--- src/rtl/mpu_xfer_ctrl_pkg.sv ---
`default_nettype none
// ============================================================================
// mpu_pkg : controller state encoding and index-width helpers for the MPU
//           memory/RF transfer sequencer.
// Rev 1.0
// ============================================================================
package mpu_pkg;

  localparam int DEF_M = 4;
  localparam int DEF_N = 4;
  localparam int MBITS = $clog2(DEF_M);
  localparam int NBITS = $clog2(DEF_N);

  typedef logic [2:0] ctrl_state_t;

  localparam ctrl_state_t S_IDLE    = 3'd0;
  localparam ctrl_state_t S_LD_RUN  = 3'd1;
  localparam ctrl_state_t S_LD_DONE = 3'd2;
  localparam ctrl_state_t S_ST_SIZE = 3'd3;
  localparam ctrl_state_t S_ST_RUN  = 3'd4;
  localparam ctrl_state_t S_ST_DONE = 3'd5;

  // One extra bit so a dimension equal to a power of two is representable.
  function automatic int idx_w(input int max_dim);
    return $clog2(max_dim) + 1;
  endfunction

endpackage
`default_nettype wire

--- src/rtl/mpu_xfer_ctrl_if.sv ---
`default_nettype none
// ============================================================================
// mpu_xfer_ctrl_if : memory-port and RF-port bundle of the transfer sequencer.
// Rev 1.0
// ============================================================================
interface mpu_xfer_ctrl_if
  import mpu_pkg::*;
#(
  parameter int FP              = 32,
  parameter int M               = DEF_M,
  parameter int N               = DEF_N,
  parameter int MATRIX_REG_SIZE = 3
);
  localparam int MW = idx_w(M);
  localparam int NW = idx_w(N);

  logic                       load_en;
  logic                       store_en;
  logic [FP-1:0]              mem_load_element;
  logic [MW-1:0]              mem_m_load_size;
  logic [NW-1:0]              mem_n_load_size;
  logic [MATRIX_REG_SIZE-1:0] mem_load_addr;
  logic [MATRIX_REG_SIZE-1:0] mem_store_addr;
  logic                       mem_load_ack;
  logic                       mem_load_error;
  logic                       mem_store_en;
  logic [FP-1:0]              mem_store_element;
  logic [MW-1:0]              mem_m_store_size;
  logic [NW-1:0]              mem_n_store_size;
  logic                       reg_load_en;
  logic [MATRIX_REG_SIZE-1:0] reg_load_addr;
  logic [FP-1:0]              reg_load_element;
  logic [MW-1:0]              reg_m_load_size;
  logic [NW-1:0]              reg_n_load_size;
  logic [MW-1:0]              reg_i_load_loc;
  logic [NW-1:0]              reg_j_load_loc;
  logic                       reg_store_en;
  logic [MATRIX_REG_SIZE-1:0] reg_store_addr;
  logic [MW-1:0]              reg_i_store_loc;
  logic [NW-1:0]              reg_j_store_loc;
  logic [FP-1:0]              reg_store_element;
  logic [MW-1:0]              reg_m_store_size;
  logic [NW-1:0]              reg_n_store_size;

  modport slave (
    input  load_en, store_en, mem_load_element, mem_m_load_size, mem_n_load_size,
           mem_load_addr, mem_store_addr, reg_store_element, reg_m_store_size,
           reg_n_store_size,
    output mem_load_ack, mem_load_error, mem_store_en, mem_store_element,
           mem_m_store_size, mem_n_store_size, reg_load_en, reg_load_addr,
           reg_load_element, reg_m_load_size, reg_n_load_size, reg_i_load_loc,
           reg_j_load_loc, reg_store_en, reg_store_addr, reg_i_store_loc,
           reg_j_store_loc
  );

  modport master (
    output load_en, store_en, mem_load_element, mem_m_load_size, mem_n_load_size,
           mem_load_addr, mem_store_addr, reg_store_element, reg_m_store_size,
           reg_n_store_size,
    input  mem_load_ack, mem_load_error, mem_store_en, mem_store_element,
           mem_m_store_size, mem_n_store_size, reg_load_en, reg_load_addr,
           reg_load_element, reg_m_load_size, reg_n_load_size, reg_i_load_loc,
           reg_j_load_loc, reg_store_en, reg_store_addr, reg_i_store_loc,
           reg_j_store_loc
  );

endinterface
`default_nettype wire

--- src/rtl/mpu_xfer_ctrl_idx_counter.sv ---
`default_nettype none
// ============================================================================
// mpu_idx_counter : row-major (i,j) element counter over an m x n matrix.
// Rev 1.0
// ============================================================================
module mpu_idx_counter #(
  parameter int MW = 3,
  parameter int NW = 3
) (
  input  logic          clk,
  input  logic          rst,
  input  logic          clr,
  input  logic          inc,
  input  logic [MW-1:0] m,
  input  logic [NW-1:0] n,
  output logic [MW-1:0] i,
  output logic [NW-1:0] j,
  output logic          last
);

  logic [MW-1:0] i_q, i_d;
  logic [NW-1:0] j_q, j_d;
  logic          i_wrap;
  logic          j_wrap;

  always_comb begin
    i_wrap = (i_q == m - MW'(1));
    j_wrap = (j_q == n - NW'(1));
    i_d    = i_q;
    j_d    = j_q;
    if (clr) begin
      i_d = '0;
      j_d = '0;
    end else if (inc) begin
      if (j_wrap) begin
        j_d = '0;
        i_d = i_wrap ? '0 : i_q + MW'(1);
      end else begin
        j_d = j_q + NW'(1);
      end
    end
  end

  always_ff @(posedge clk or posedge rst) begin
    if (rst) begin
      i_q <= '0;
      j_q <= '0;
    end else begin
      i_q <= i_d;
      j_q <= j_d;
    end
  end

  assign i    = i_q;
  assign j    = j_q;
  assign last = i_wrap & j_wrap;

endmodule
`default_nettype wire

--- src/rtl/mpu_xfer_ctrl.sv ---
`default_nettype none
// ============================================================================
// mpu_xfer_ctrl : paced LOAD (memory -> RF) and STORE (RF -> memory) sequencer
//                 with size checking and abort handling.
// Rev 1.0
// ============================================================================
module mpu_xfer_ctrl
  import mpu_pkg::*;
#(
  parameter int FP              = 32,
  parameter int M               = DEF_M,
  parameter int N               = DEF_N,
  parameter int MATRIX_REG_SIZE = 3,
  parameter int ELEM_STRIDE     = 2
) (
  input  logic             clk,
  input  logic             rst,
  mpu_xfer_ctrl_if.slave   bus
);

  localparam int MW = idx_w(M);
  localparam int NW = idx_w(N);
  localparam int SW = (ELEM_STRIDE > 1) ? $clog2(ELEM_STRIDE) : 1;
  localparam int DW = $clog2(ELEM_STRIDE + 1);
  localparam logic [SW-1:0] C_SLOT_LAST = SW'(ELEM_STRIDE - 1);
  localparam logic [MW-1:0] C_M_MAX     = MW'(M);
  localparam logic [NW-1:0] C_N_MAX     = NW'(N);
  localparam logic [DW-1:0] C_DRAIN     = DW'(ELEM_STRIDE);

  ctrl_state_t                state_q, state_d;
  logic [SW-1:0]              slot_q, slot_d;
  logic                       ack_q, ack_d;
  logic                       err_q, err_d;
  logic                       ld_we_q, ld_we_d;
  logic [MATRIX_REG_SIZE-1:0] ld_addr_q, ld_addr_d;
  logic [FP-1:0]              ld_elem_q, ld_elem_d;
  logic [MW-1:0]              ld_m_q, ld_m_d;
  logic [NW-1:0]              ld_n_q, ld_n_d;
  logic [MW-1:0]              ld_iloc_q, ld_iloc_d;
  logic [NW-1:0]              ld_jloc_q, ld_jloc_d;
  logic [MATRIX_REG_SIZE-1:0] st_addr_q, st_addr_d;
  logic                       st_en_q, st_en_d;
  logic [FP-1:0]              st_elem_q, st_elem_d;
  logic [MW-1:0]              st_m_q, st_m_d;
  logic [NW-1:0]              st_n_q, st_n_d;
  logic                       rd_pend_q, rd_pend_d;
  logic                       rd_last_q, rd_last_d;
  logic                       issued_q, issued_d;
  logic [DW-1:0]              drain_q, drain_d;

  logic                       ld_clr, ld_inc, st_clr, st_inc, rd_strobe;
  logic [MW-1:0]              ld_i, st_i;
  logic [NW-1:0]              ld_j, st_j;
  logic                       ld_last, st_last;
  logic                       size_ok;

  mpu_idx_counter #(.MW(MW), .NW(NW)) u_ld_idx (
    .clk (clk), .rst (rst), .clr (ld_clr), .inc (ld_inc),
    .m (ld_m_q), .n (ld_n_q), .i (ld_i), .j (ld_j), .last (ld_last)
  );

  mpu_idx_counter #(.MW(MW), .NW(NW)) u_st_idx (
    .clk (clk), .rst (rst), .clr (st_clr), .inc (st_inc),
    .m (st_m_q), .n (st_n_q), .i (st_i), .j (st_j), .last (st_last)
  );

  assign size_ok = (bus.mem_m_load_size != '0) && (bus.mem_m_load_size <= C_M_MAX) &&
                   (bus.mem_n_load_size != '0) && (bus.mem_n_load_size <= C_N_MAX);

  always_comb begin
    state_d   = state_q;
    slot_d    = (slot_q == C_SLOT_LAST) ? '0 : slot_q + SW'(1);
    ack_d     = ack_q;
    err_d     = 1'b0;
    ld_we_d   = 1'b0;
    ld_addr_d = ld_addr_q;
    ld_elem_d = ld_elem_q;
    ld_m_d    = ld_m_q;
    ld_n_d    = ld_n_q;
    ld_iloc_d = ld_iloc_q;
    ld_jloc_d = ld_jloc_q;
    st_addr_d = st_addr_q;
    st_en_d   = st_en_q;
    st_elem_d = st_elem_q;
    st_m_d    = st_m_q;
    st_n_d    = st_n_q;
    rd_pend_d = 1'b0;
    rd_last_d = 1'b0;
    issued_d  = issued_q;
    drain_d   = drain_q;
    ld_clr    = 1'b0;
    ld_inc    = 1'b0;
    st_clr    = 1'b0;
    st_inc    = 1'b0;
    rd_strobe = 1'b0;

    case (state_q)
      S_IDLE: begin
        slot_d   = '0;
        ld_clr   = 1'b1;
        st_clr   = 1'b1;
        issued_d = 1'b0;
        drain_d  = '0;
        if (bus.load_en) begin
          if (size_ok) begin
            ld_m_d    = bus.mem_m_load_size;
            ld_n_d    = bus.mem_n_load_size;
            ld_addr_d = bus.mem_load_addr;
            ack_d     = 1'b1;
            state_d   = S_LD_RUN;
          end else begin
            err_d   = 1'b1;
            state_d = S_LD_DONE;
          end
        end else if (bus.store_en) begin
          st_addr_d = bus.mem_store_addr;
          state_d   = S_ST_SIZE;
        end
      end

      S_LD_RUN: begin
        if (!bus.load_en) begin
          ack_d   = 1'b0;
          err_d   = 1'b1;
          state_d = S_IDLE;
        end else if (slot_q == C_SLOT_LAST) begin
          ld_we_d   = 1'b1;
          ld_elem_d = bus.mem_load_element;
          ld_iloc_d = ld_i;
          ld_jloc_d = ld_j;
          ld_inc    = 1'b1;
          if (ld_last) begin
            ack_d   = 1'b0;
            state_d = S_LD_DONE;
          end
        end
      end

      S_LD_DONE: begin
        if (!bus.load_en) state_d = S_IDLE;
      end

      S_ST_SIZE: begin
        slot_d = '0;
        if (!bus.store_en) begin
          err_d   = 1'b1;
          state_d = S_IDLE;
        end else begin
          st_m_d = bus.reg_m_store_size;
          st_n_d = bus.reg_n_store_size;
          if ((bus.reg_m_store_size == '0) || (bus.reg_n_store_size == '0)) begin
            err_d   = 1'b1;
            state_d = S_ST_DONE;
          end else begin
            state_d = S_ST_RUN;
          end
        end
      end

      S_ST_RUN: begin
        if (!bus.store_en) begin
          err_d   = 1'b1;
          st_en_d = 1'b0;
          state_d = S_IDLE;
        end else begin
          if ((slot_q == '0) && !issued_q) begin
            rd_strobe = 1'b1;
            st_inc    = 1'b1;
            rd_pend_d = 1'b1;
            rd_last_d = st_last;
            issued_d  = st_last;
          end
          // RF data arrives one cycle after the strobe; the last element is
          // then held for a full stride before the window closes.
          if (rd_pend_q) begin
            st_elem_d = bus.reg_store_element;
            st_en_d   = 1'b1;
            if (rd_last_q) drain_d = C_DRAIN;
          end else if (drain_q != '0) begin
            drain_d = drain_q - DW'(1);
            if (drain_q == DW'(1)) begin
              st_en_d = 1'b0;
              state_d = S_ST_DONE;
            end
          end
        end
      end

      S_ST_DONE: begin
        if (!bus.store_en) state_d = S_IDLE;
      end

      default: state_d = S_IDLE;
    endcase
  end

  always_ff @(posedge clk or posedge rst) begin
    if (rst) begin
      state_q   <= S_IDLE;
      slot_q    <= '0;
      ack_q     <= 1'b0;
      err_q     <= 1'b0;
      ld_we_q   <= 1'b0;
      ld_addr_q <= '0;
      ld_elem_q <= '0;
      ld_m_q    <= '0;
      ld_n_q    <= '0;
      ld_iloc_q <= '0;
      ld_jloc_q <= '0;
      st_addr_q <= '0;
      st_en_q   <= 1'b0;
      st_elem_q <= '0;
      st_m_q    <= '0;
      st_n_q    <= '0;
      rd_pend_q <= 1'b0;
      rd_last_q <= 1'b0;
      issued_q  <= 1'b0;
      drain_q   <= '0;
    end else begin
      state_q   <= state_d;
      slot_q    <= slot_d;
      ack_q     <= ack_d;
      err_q     <= err_d;
      ld_we_q   <= ld_we_d;
      ld_addr_q <= ld_addr_d;
      ld_elem_q <= ld_elem_d;
      ld_m_q    <= ld_m_d;
      ld_n_q    <= ld_n_d;
      ld_iloc_q <= ld_iloc_d;
      ld_jloc_q <= ld_jloc_d;
      st_addr_q <= st_addr_d;
      st_en_q   <= st_en_d;
      st_elem_q <= st_elem_d;
      st_m_q    <= st_m_d;
      st_n_q    <= st_n_d;
      rd_pend_q <= rd_pend_d;
      rd_last_q <= rd_last_d;
      issued_q  <= issued_d;
      drain_q   <= drain_d;
    end
  end

  assign bus.mem_load_ack      = ack_q;
  assign bus.mem_load_error    = err_q;
  assign bus.mem_store_en      = st_en_q;
  assign bus.mem_store_element = st_elem_q;
  assign bus.mem_m_store_size  = st_m_q;
  assign bus.mem_n_store_size  = st_n_q;
  assign bus.reg_load_en       = ld_we_q;
  assign bus.reg_load_addr     = ld_addr_q;
  assign bus.reg_load_element  = ld_elem_q;
  assign bus.reg_m_load_size   = ld_m_q;
  assign bus.reg_n_load_size   = ld_n_q;
  assign bus.reg_i_load_loc    = ld_iloc_q;
  assign bus.reg_j_load_loc    = ld_jloc_q;
  assign bus.reg_store_en      = rd_strobe;
  assign bus.reg_store_addr    = st_addr_q;
  assign bus.reg_i_store_loc   = st_i;
  assign bus.reg_j_store_loc   = st_j;

endmodule
`default_nettype wire
--- src/flat_wrapper.sv ---
// flat-port wrapper written by rule: the top's interface ports become plain ports
module mpu_xfer_ctrl_flat import mpu_pkg::*;
#(
  parameter int FP              = 32,
  parameter int M               = DEF_M,
  parameter int N               = DEF_N,
  parameter int MATRIX_REG_SIZE = 3,
  parameter int ELEM_STRIDE     = 2
)
  (clk, rst, bus_load_en, bus_store_en, bus_mem_load_element, bus_mem_m_load_size, bus_mem_n_load_size, bus_mem_load_addr, bus_mem_store_addr, bus_reg_store_element, bus_reg_m_store_size, bus_reg_n_store_size, bus_mem_load_ack, bus_mem_load_error, bus_mem_store_en, bus_mem_store_element, bus_mem_m_store_size, bus_mem_n_store_size, bus_reg_load_en, bus_reg_load_addr, bus_reg_load_element, bus_reg_m_load_size, bus_reg_n_load_size, bus_reg_i_load_loc, bus_reg_j_load_loc, bus_reg_store_en, bus_reg_store_addr, bus_reg_i_store_loc, bus_reg_j_store_loc);
  mpu_xfer_ctrl_if #(.FP(FP), .M(M), .N(N), .MATRIX_REG_SIZE(MATRIX_REG_SIZE)) bus_i ();
  input  logic clk;
  input  logic rst;
  input wire logic [$bits(bus_i.load_en)-1:0] bus_load_en;
  input wire logic [$bits(bus_i.store_en)-1:0] bus_store_en;
  input wire logic [$bits(bus_i.mem_load_element)-1:0] bus_mem_load_element;
  input wire logic [$bits(bus_i.mem_m_load_size)-1:0] bus_mem_m_load_size;
  input wire logic [$bits(bus_i.mem_n_load_size)-1:0] bus_mem_n_load_size;
  input wire logic [$bits(bus_i.mem_load_addr)-1:0] bus_mem_load_addr;
  input wire logic [$bits(bus_i.mem_store_addr)-1:0] bus_mem_store_addr;
  input wire logic [$bits(bus_i.reg_store_element)-1:0] bus_reg_store_element;
  input wire logic [$bits(bus_i.reg_m_store_size)-1:0] bus_reg_m_store_size;
  input wire logic [$bits(bus_i.reg_n_store_size)-1:0] bus_reg_n_store_size;
  output wire logic [$bits(bus_i.mem_load_ack)-1:0] bus_mem_load_ack;
  output wire logic [$bits(bus_i.mem_load_error)-1:0] bus_mem_load_error;
  output wire logic [$bits(bus_i.mem_store_en)-1:0] bus_mem_store_en;
  output wire logic [$bits(bus_i.mem_store_element)-1:0] bus_mem_store_element;
  output wire logic [$bits(bus_i.mem_m_store_size)-1:0] bus_mem_m_store_size;
  output wire logic [$bits(bus_i.mem_n_store_size)-1:0] bus_mem_n_store_size;
  output wire logic [$bits(bus_i.reg_load_en)-1:0] bus_reg_load_en;
  output wire logic [$bits(bus_i.reg_load_addr)-1:0] bus_reg_load_addr;
  output wire logic [$bits(bus_i.reg_load_element)-1:0] bus_reg_load_element;
  output wire logic [$bits(bus_i.reg_m_load_size)-1:0] bus_reg_m_load_size;
  output wire logic [$bits(bus_i.reg_n_load_size)-1:0] bus_reg_n_load_size;
  output wire logic [$bits(bus_i.reg_i_load_loc)-1:0] bus_reg_i_load_loc;
  output wire logic [$bits(bus_i.reg_j_load_loc)-1:0] bus_reg_j_load_loc;
  output wire logic [$bits(bus_i.reg_store_en)-1:0] bus_reg_store_en;
  output wire logic [$bits(bus_i.reg_store_addr)-1:0] bus_reg_store_addr;
  output wire logic [$bits(bus_i.reg_i_store_loc)-1:0] bus_reg_i_store_loc;
  output wire logic [$bits(bus_i.reg_j_store_loc)-1:0] bus_reg_j_store_loc;
  assign bus_i.load_en = bus_load_en;
  assign bus_i.store_en = bus_store_en;
  assign bus_i.mem_load_element = bus_mem_load_element;
  assign bus_i.mem_m_load_size = bus_mem_m_load_size;
  assign bus_i.mem_n_load_size = bus_mem_n_load_size;
  assign bus_i.mem_load_addr = bus_mem_load_addr;
  assign bus_i.mem_store_addr = bus_mem_store_addr;
  assign bus_i.reg_store_element = bus_reg_store_element;
  assign bus_i.reg_m_store_size = bus_reg_m_store_size;
  assign bus_i.reg_n_store_size = bus_reg_n_store_size;
  assign bus_mem_load_ack = bus_i.mem_load_ack;
  assign bus_mem_load_error = bus_i.mem_load_error;
  assign bus_mem_store_en = bus_i.mem_store_en;
  assign bus_mem_store_element = bus_i.mem_store_element;
  assign bus_mem_m_store_size = bus_i.mem_m_store_size;
  assign bus_mem_n_store_size = bus_i.mem_n_store_size;
  assign bus_reg_load_en = bus_i.reg_load_en;
  assign bus_reg_load_addr = bus_i.reg_load_addr;
  assign bus_reg_load_element = bus_i.reg_load_element;
  assign bus_reg_m_load_size = bus_i.reg_m_load_size;
  assign bus_reg_n_load_size = bus_i.reg_n_load_size;
  assign bus_reg_i_load_loc = bus_i.reg_i_load_loc;
  assign bus_reg_j_load_loc = bus_i.reg_j_load_loc;
  assign bus_reg_store_en = bus_i.reg_store_en;
  assign bus_reg_store_addr = bus_i.reg_store_addr;
  assign bus_reg_i_store_loc = bus_i.reg_i_store_loc;
  assign bus_reg_j_store_loc = bus_i.reg_j_store_loc;
  mpu_xfer_ctrl #(.FP(FP), .M(M), .N(N), .MATRIX_REG_SIZE(MATRIX_REG_SIZE), .ELEM_STRIDE(ELEM_STRIDE)) u_core (.clk(clk), .rst(rst), .bus(bus_i));
endmodule
--- config.mk ---
export PLATFORM = sky130hd
export DESIGN_NAME = mpu_xfer_ctrl_flat
export DESIGN_NICKNAME = d
export VERILOG_FILES = /design/src/rtl/mpu_xfer_ctrl_pkg.sv /design/src/rtl/mpu_xfer_ctrl_if.sv /design/src/rtl/mpu_xfer_ctrl_idx_counter.sv /design/src/rtl/mpu_xfer_ctrl.sv /design/src/flat_wrapper.sv
export SDC_FILE = /design/constraint.sdc
export NUM_CORES = 1
export LEC_CHECK = 0
export BUFFER_PORTS_ARGS = -buffer_cell sky130_fd_sc_hd__buf_4
export CORE_MARGIN = 2
export CORE_UTILIZATION = 53
export CTS_CLUSTER_SIZE = 30
export DETAILED_ROUTE_END_ITERATION = 6
export HOLD_SLACK_MARGIN = 0.05
export PLACE_DENSITY = 0.84
export SLEW_MARGIN = 20
export SYNTH_ARGS = -nofsm -noshare
export SYNTH_HDL_FRONTEND = slang
export SYNTH_SLANG_ARGS = --single-unit
--- constraint.sdc ---
create_clock -name clk -period 7.5 [get_ports clk]
set_input_delay 1.5 -clock clk [delete_from_list [all_inputs] [get_ports clk]]
set_output_delay 1.5 -clock clk [all_outputs]
set_load 0.005 [all_outputs]
==> Word level (Yosys, flattened, before mapping) <==
Cells that the tools add are included.
{ "classes": {"n_lt_le_gt_ge": 2, "eq_ne": 26, "n_mul": 0, "bitwise_logic": 4, "div": 0, "mux": 66, "n_addsub": 10, "n_shift": 0, "reduce_logical": 31} }
{ "op_table": {"columns": ["cell", "count"], "rows": [
  ["3-bit two-way mux", 26],
  ["1-bit two-way mux", 30],
  ["3-bit case mux with 6 select lines", 1],
  ["3-bit AND reduction", 6],
  ["2-bit nonzero test", 7],
  ["3-bit by 1-bit adder with 3-bit output (second input constant)", 4],
  ["3-bit equality test", 4],
  ["3-bit by 2-bit != test with 1-bit output (second input constant)", 4],
  ["3-bit by 1-bit subtractor with 3-bit output (second input constant)", 4],
  ["2-bit two-way mux", 5],
  ["3-bit logical NOT", 3],
  ["3-bit by 1-bit != test with 1-bit output (second input constant)", 3],
  ["3-bit != test (second input constant)", 3],
  ["2-bit != test (second input constant)", 4],
  ["8-bit AND reduction", 1],
  ["3-bit by 2-bit equality test with 1-bit output (second input constant)", 2],
  ["3-bit equality test (second input constant)", 2],
  ["3-bit <= comparator (second input constant)", 2],
  ["2-bit AND reduction", 3],
  ["3-bit nonzero test", 2],
  ["5-bit AND reduction", 1],
  ["1-bit logical AND", 4],
  ["2-bit by 1-bit != test with 1-bit output (second input constant)", 2],
  ["1-bit case mux with 2 select lines", 2],
  ["12 further kinds", 14]
]} }
{ "totals": {"latch_bits": 0, "rom_bits": 0, "inputBits": 86, "output_inout_bits": 99, "register_bits": 113, "ram_bits": 0, "wordCells": 163, "n_memories": 0} }

==> Logic depth before layout (Yosys ltp) <==
Gate-level depths: netlist of the first run.
{ "logic_depth": {"ltp_word": 7, "ltp_mapped": 8, "ltp_nobuf": 7} }

==> By module <==
A second synthesis of the first run with hierarchy kept.
{ "unflattened": {"hier_cells": 369, "hier_area_um2": 5036.1} }
{ "by_module_without_submodules": {"columns": ["mod", "seq_area_each_um2", "instances", "area_each_um2", "cells_per_inst"], "rows": [
  ["mpu_xfer_ctrl", 2527.4, 1, 4042.6, 275],
  ["mpu_idx_counter", 150.1, 2, 496.7, 47]
]} }

==> Least setup slack after synthesis of the first run <==
OpenSTA, ideal clock, no wires.
{ "synth_timing": {"path_kind": "input to output", "from": "in bus_store_en", "to": "out bus_reg_store_en", "path_buffers": 2, "arrival_ps": 2492, "slack_ps": 3508, "required_time_ps": 6000, "stages": 5, "path_cell_list": "clkbuf_1 nand2_1 or4_1 clkbuf_2 inv_1"} }
{ "synth_via": {"elab_chain_len": 2} }
{ "synth_rtl": {"columns": ["item", "line", "text"], "rows": [
  ["start, declared", "flat_wrapper.sv:15", "input wire logic [$bits(bus_i.store_en)-1:0] bus_store_en;"],
  ["1-bit two-way mux", "mpu_xfer_ctrl.sv:161", "if (!bus.store_en) begin"],
  ["1-bit two-way mux", "mpu_xfer_ctrl.sv:97", "case (state_q)"],
  ["end, declared", "flat_wrapper.sv:37", "output wire logic [$bits(bus_i.reg_store_en)-1:0] bus_reg_store_en;"]
]} }
No other way between the ends.

==> Worst setup path in the final report of the first run <==
Same ends and word-level chain as after synthesis.

==> flow_summary.json, run 1 <==
{
  "crit_path_cell_trace": "buf_4, nand2_1, or4_1, inv_1, buf_4",
  "ys_seq_elements": 113,
  "switching_share_pct": 32.1,
  "grt_busiest_layer": "met2",
  "wire_per_inst_um": 16.5,
  "hold_viol": 0,
  "finalSetupViolations": 0,
  "clkSlewWorstSetupHoldPaths_ns": 0.05,
  "ys_seq_area_share_pct": 57.4,
  "grt_util_met3_pct": 6.06,
  "antennaDiodeCount": 0,
  "coreArea_mm2": 0.00911,
  "cp_data_arrival_time_ns": 2.63,
  "synth_cell_type_count": 44,
  "routed_wl_um": 12500,
  "power.leakage_nw": 3.72,
  "fp-row-count": 35,
  "grt_util_met1_pct": 32.1,
  "clock_power_share_pct": 31.2,
  "required_ns": 6.00,
  "status": "finished, final reports clean",
  "critPathSlowestCell": "or4_1",
  "ant_nets": 0,
  "routabilityCongestion": 0.888,
  "yosys_warnings": 0,
  "avgSynthCellArea_um2": 11.0,
  "relSlewSlack_pct": 36.1,
  "synth_top_family_by_area": "simple AND/OR/NAND/NOR gates",
  "hold_slack_ns": 0.480,
  "regArea_mm2": 0.00283,
  "grt_pass1_wl_um": 20000,
  "grt_usage_pct": 25.8,
  "min_period_over_period_pct": 55.1,
  "crit_type": "input port to primary output",
  "grt_max_degree": 71,
  "synth_nets": 543,
  "h-tree-depth": 4,
  "area_growth_pct": 41.4,
  "ctsLongestPathBuffers": 2,
  "min_path_type": "flip-flop to flip-flop",
  "fillCellCount": 575,
  "drtIter0Drc": 228,
  "dr.pass1.iters": 5,
  "synth_edf_count": 0,
  "hpwl_um": 8660,
  "start_util_pct": 54.0,
  "post_cts_resized": 0,
  "gr-total-overflow": 0,
  "rsz0062_at_grt": "no",
  "path_common_cell": "buf_4",
  "synthMuxAreaShare_pct": 13.2,
  "powerDensity_mw_per_mm2": 358,
  "final_layout_size_suffix_gt1_share_pct": 43.0,
  "drc": 0,
  "pwr-share-comb_pct": 31.8,
  "p_sw_uw": 802,
  "startpoint_type": "input port",
  "maxSlewViolCount": 0,
  "vdd_drop_max_uv": 245,
  "multi_input_area_mm2": 0.00192,
  "detail_route.vias_per_cell": 5.29,
  "vias": 4008,
  "clk_latency_ns": 0.52,
  "synth_area_mm2": 0.00492,
  "skew_ns": 0.00806,
  "finalSetupTns_ns": 0,
  "fmax_mhz": 242,
  "cts_setup_buffers": 0,
  "cts.sinks": 113,
  "dieWidth_um": 100,
  "synth-compound-area-share_pct": 5.19,
  "ys_dominant_reg_cell": "dfrtp_1",
  "fin_crit_ns": 4.13,
  "critical_path.top_delay_family": "simple AND/OR/NAND/NOR gates",
  "maxCapViolCount": 0,
  "ios": 185,
  "synth_xor_area_share_pct": 3.20,
  "critical-path-max-stage-delay_ns": 0.56,
  "tightest_slew_ns": 0.946,
  "synth_simple_gate_area_share_pct": 14.9,
  "path_max_fanout": 10,
  "die_h_um": 100,
  "use_met2_pct": 42.9,
  "numCtsBuffers": 17,
  "die_area_mm2": 0.0101,
  "synthArstFlopShare_pct": 100,
  "antenna_found_initial": 0,
  "cts_root_buf": "clkbuf_8",
  "postSynthCellCount": 447,
  "synth_fa_ha_area_share_pct": 2.54,
  "cts_tree": "built",
  "io_buffers": 184,
  "ctsHoldBuffers": 0,
  "p_int_mw": 1.69,
  "endpoint_kind": "primary output",
  "nets": 730,
  "cp_num_buf_inv": 3,
  "first_global_vias": 4049,
  "seqPwrFrac_pct": 37.0
}
state kept, by name, summed over array words and instances, names as in the netlist, 2 cells and up:
name	cells
u_core.bus.mem_store_element	32
u_core.bus.reg_load_element	32
u_core.bus.mem_m_store_size	3
u_core.bus.mem_n_store_size	3
u_core.bus.reg_i_load_loc	3
u_core.bus.reg_j_load_loc	3
u_core.bus.reg_load_addr	3
u_core.bus.reg_m_load_size	3
u_core.bus.reg_n_load_size	3
u_core.bus.reg_store_addr	3
u_core.state_q	3
u_core.u_ld_idx.i	3
u_core.u_ld_idx.j	3
u_core.u_st_idx.i	3
u_core.u_st_idx.j	3
u_core.drain_q	2
metrics by stage:
step	total power, mW	std cells	utilization (%)	instance area (µm²)	worst slack, ns
3_5_place_dp	1.71	726	70.0	6380	3.41
5_1_grt	2.64	758	76.4	6960	3.30
6_report	2.49	758	76.4	6960	3.37
4_1_cts	2.51	758	76.4	6960	3.38
2_1_floorplan	1.33	447	-	4920	3.01
3_3_place_gp	1.67	726	70.0	6380	3.47
synthesized netlist by cell type, types with 2 or more instances:
cell / n / area share [%]
a21oi_1: 16 / 1.6
nand2_1: 117 / 8.9
o21ai_0: 13 / 1.3
mux2i_1: 3 / 0.61
ha_1: 10 / 2.5
nor3_1: 12 / 1.2
clkbuf_1: 8 / 0.61
a31oi_1: 2 / 0.25
dfrtp_1: 113 / 57
nor2b_1: 3 / 0.38
nor2_1: 12 / 0.92
buf_1: 4 / 0.30
buf_6: 2 / 0.46
xnor2_1: 5 / 0.89
nand4b_1: 2 / 0.36
buf_2: 5 / 0.51
mux2_2: 54 / 12
or3_1: 4 / 0.51
nand2b_1: 3 / 0.38
inv_1: 20 / 1.5
o31a_1: 2 / 0.36
nand3_1: 8 / 0.81
o22ai_1: 3 / 0.38
xor2_1: 5 / 0.89
xor3_1: 2 / 0.97
cell usage in the layout, fill, tap and decap left out, drive strengths merged, types with 2 or more instances in the layout:
cell type	count
a21oi	16
a31oi	2
xnor2	5
nor2b	3
o31a	2
mux2i	3
ha	10
nand2b	3
dfrtp	113
clkinv	5
nand2	117
nor2	13
bufinv	2
xor3	2
o21ai	13
nand3	8
or3	4
o22ai	3
or2	2
mux2	55
inv	24
clkbuf	18
nand4b	2
buf	188
xor2	5
nor3	12
clkinvlp	3
power by group through the flow:
stage / clock [mW] / sequential [mW] / combinational, mW
after global placement: 0 / 0.916 / 0.750
final: 0.779 / 0.923 / 0.793
after detailed placement: 0 / 0.925 / 0.781
after CTS: 0.788 / 0.920 / 0.801
after floorplan: 0 / 0.903 / 0.427
after global routing: 0.821 / 0.945 / 0.876
final timing paths:
check | endpoint | cells past startpoint | slack, ns | start
max in group asynchronous | u_core.bus.reg_j_load_loc[0] | 3 | 5.17 | rst
worst max register to register | u_core.u_ld_idx.i[0] | 7 | 4.97 | u_core.state_q[1]
worst max-delay path | bus_reg_store_en | 5 | 3.37 | bus_store_en
worst min register to register | u_core.issued_q | 1 | 0.48 | u_core.issued_q
worst min-delay path | u_core.issued_q | 1 | 0.48 | u_core.issued_q
min in group asynchronous | u_core.bus.reg_load_element[26] | 2 | 1.05 | rst
cells by family after synthesis:
| group | count (synthesis) |
|---|---|
| XOR/XNOR | 13 |
| AO/OA/AOI/OAI | 43 |
| adder cells (fa/ha/maj) | 10 |
| multiplexers | 58 |
| flip-flops | 113 |
| buffers and inverters | 40 |
| AND/OR/NAND/NOR | 170 |
routing by layer:
| metal | part of all wire (%) | vias to the layer above |
|---|---|---|
| met5 | 0 | - |
| met4 | 2.7 | 0 |
| met3 | 6.3 | 29 |
| met2 | 51 | 180 |
| met1 | 40 | 1924 |
| li1 | - | 1875 |
area by class of cell:
cell class	count	share of cell area, %
Tap cell	111	1.99
Timing Repair Buffer	188	20.3
Sequential cell	113	40.6
Multi-Input combinational cell	294	27.6
Clock inverter	14	2.25
Inverter	20	1.11
Clock buffer	18	6.15
(Power assumes the default switching activity.)
==> inputs of run 2 (changes only) <==
--- a/config.mk
+++ b/config.mk
@@ -7,11 +7,11 @@
 export LEC_CHECK = 0
 export BUFFER_PORTS_ARGS = -buffer_cell sky130_fd_sc_hd__buf_4
 export CORE_MARGIN = 2
-export CORE_UTILIZATION = 53
+export CORE_UTILIZATION = 49
 export CTS_CLUSTER_SIZE = 30
 export DETAILED_ROUTE_END_ITERATION = 6
 export HOLD_SLACK_MARGIN = 0.05
-export PLACE_DENSITY = 0.84
+export PLACE_DENSITY = 0.79
 export SLEW_MARGIN = 20
 export SYNTH_ARGS = -nofsm -noshare
 export SYNTH_HDL_FRONTEND = slang
==> constraint.sdc (replaced) <==
create_clock -name clk -period 4 [get_ports clk]
set_input_delay 0.8 -clock clk [delete_from_list [all_inputs] [get_ports clk]]
set_output_delay 0.8 -clock clk [all_outputs]
set_load 0.005 [all_outputs]
==> run 2 against run 1 <==
Against the previous run:
- setup slack worse by 2.5 ns
- non-clock buffer count up 2
- cell count grew 3.2%
- cell area up 0.41%
- critical path type is now flip-flop to primary output
- die area grew 7.8%
- power is 87% higher
- highest routed layer unchanged
- critical path depth fell by 1
==> flow_summary.json, run 2 (synthesis results as in run 1) <==
{
  "hold_slack_ns": 0.444,
  "h-tree-depth": 4,
  "ctsHoldBuffers": 0,
  "io_buffers": 184,
  "vdd_drop_max_uv": 411,
  "min_period_over_period_pct": 79.4,
  "antenna_found_initial": 0,
  "grt_pass1_wl_um": 21200,
  "powerDensity_mw_per_mm2": 667,
  "cp_num_buf_inv": 2,
  "grt_busiest_layer": "met2",
  "gr-total-overflow": 0,
  "min_path_type": "input port to asynchronous set/reset pin",
  "grt_util_met3_pct": 6.08,
  "vias": 4067,
  "relSlewSlack_pct": 44.5,
  "finalSetupTns_ns": 0,
  "mostFrequentLayoutCells": "190 x buf_4, 117 x nand2_1, 113 x dfrtp_1, 54 x mux2_2, 19 x inv_1",
  "multi_input_area_mm2": 0.00192,
  "first_global_vias": 4134,
  "crit_path_cell_trace": "or2_1, or4_1, inv_1, buf_4",
  "coreArea_mm2": 0.00977,
  "maxCapViolCount": 0,
  "wire_per_inst_um": 16.5,
  "cp_data_arrival_time_ns": 2.38,
  "cts_setup_buffers": 0,
  "grt_usage_pct": 24.9,
  "total_power_mw": 4.66,
  "critical_path.top_delay_family": "simple AND/OR/NAND/NOR gates",
  "ant_nets": 0,
  "maxSlewViolCount": 0,
  "fmax_mhz": 315,
  "required_ns": 3.20,
  "fillCellCount": 684,
  "finalNonFillerCells": 782,
  "fp-row-count": 36,
  "final_common_cell": "buf_4",
  "regArea_mm2": 0.00283,
  "dieWidth_um": 104,
  "placedCellCount": 750,
  "ios": 185,
  "dr.pass1.iters": 5,
  "clkSlewWorstSetupHoldPaths_ns": 0.06,
  "detail_route.vias_per_cell": 5.20,
  "area_growth_pct": 42.0,
  "ctsLongestPathBuffers": 2,
  "endpoint_kind": "primary output",
  "rsz0062_at_grt": "no",
  "antennaDiodeCount": 0,
  "grt_util_met1_pct": 30.0,
  "status": "finished, final reports clean",
  "critPathSlowestCell": "or4_1",
  "nets": 732,
  "routed_wl_um": 12900,
  "grt_max_degree": 69,
  "crit_type": "flip-flop to primary output",
  "start_util_pct": 50.4,
  "clk_latency_ns": 0.52,
  "use_met2_pct": 43.4,
  "tightest_slew_ns": 0.821,
  "hold_viol": 0,
  "cts.sinks": 113,
  "routabilityCongestion": 0.853,
  "path_max_fanout": 13,
  "post_cts_resized": 0,
  "startpoint_type": "flip-flop",
  "drtIter0Drc": 203,
  "hpwl_um": 9120,
  "fin_crit_ns": 3.18,
  "skew_ns": 0.00750,
  "cts_tree": "built",
  "die_h_um": 104,
  "die_area_mm2": 0.0109,
  "drc": 0,
  "finalSetupViolations": 0,
  "final_layout_size_suffix_gt1_share_pct": 42.8,
  "cts_root_buf": "clkbuf_8",
  "numCtsBuffers": 17,
  "power.leakage_nw": 3.72,
  "critical-path-max-stage-delay_ns": 0.65
}
==> run 2: changes by cell type in the layout (fill, tap and decap cells not counted), sizes merged <==
cell	previous run	this run
clkinv	5	6
buf	188	190
clkbuf	18	19
inv	24	20
clkinvlp	3	5
==> run 2: final timing paths <==
kind | depth (start not counted) | from | endpoint | slack, ns
worst max-delay path | 4 | u_core.state_q[1] | bus_reg_store_en | 0.82
max in group asynchronous | 3 | rst | u_core.bus.mem_store_element[20] | 2.70
worst min register to register | 2 | u_core.bus.reg_load_element[4] | u_core.bus.reg_load_element[4] | 0.48
worst min-delay path | 2 | rst | u_core.bus.mem_store_element[9] | 0.44
min in group clk | 3 | bus_mem_load_element[28] | u_core.bus.reg_load_element[28] | 0.47
worst max register to register | 7 | u_core.state_q[1] | u_core.u_ld_idx.i[2] | 1.44
==> run 2: worst reg2reg max path: stages (launching register included) <==
cell     delay, ns
dfrtp_1       0.52
nor2b_1       0.31
nand3_1       0.11
buf_4         0.27
inv_1         0.63
a21oi_1       0.26
o21ai_0       0.23
o21ai_0       0.11
==> run 2: through the flow <==
stage | util [%] | cell area [µm²] | setup slack, ns
2_1_floorplan | - | 4920 | 0.213
3_3_place_gp | 65.7 | 6420 | 1.20
3_5_place_dp | 65.7 | 6420 | 1.10
4_1_cts | 71.5 | 6990 | 0.819
5_1_grt | 71.5 | 6990 | 0.719
6_report | 71.5 | 6990 | 0.825
==> run 2: routing by layer <==
layer | part of all wire (%) | up-vias
met5 | 0 | -
met3 | 5.3 | 26
met4 | 2.3 | 0
met2 | 53 | 172
met1 | 39 | 1992
li1 | - | 1877
==> run 2: final cells by class <==
type,count,area share [%]
Multi-Input combinational cell,294,27.5
Clock inverter,13,1.99
Sequential cell,113,40.5
Inverter,20,1.11
Tap cell,133,2.38
Timing Repair Buffer,190,20.4
Clock buffer,19,6.18
==> run 2: where the power goes <==
| part | switching, mW | leakage, nW | internal (mW) |
|---|---|---|---|
| clock network | 0.535 | 0.266 | 0.899 |
| registers | 0.274 | 1.48 | 1.47 |
| logic | 0.684 | 1.97 | 0.801 |
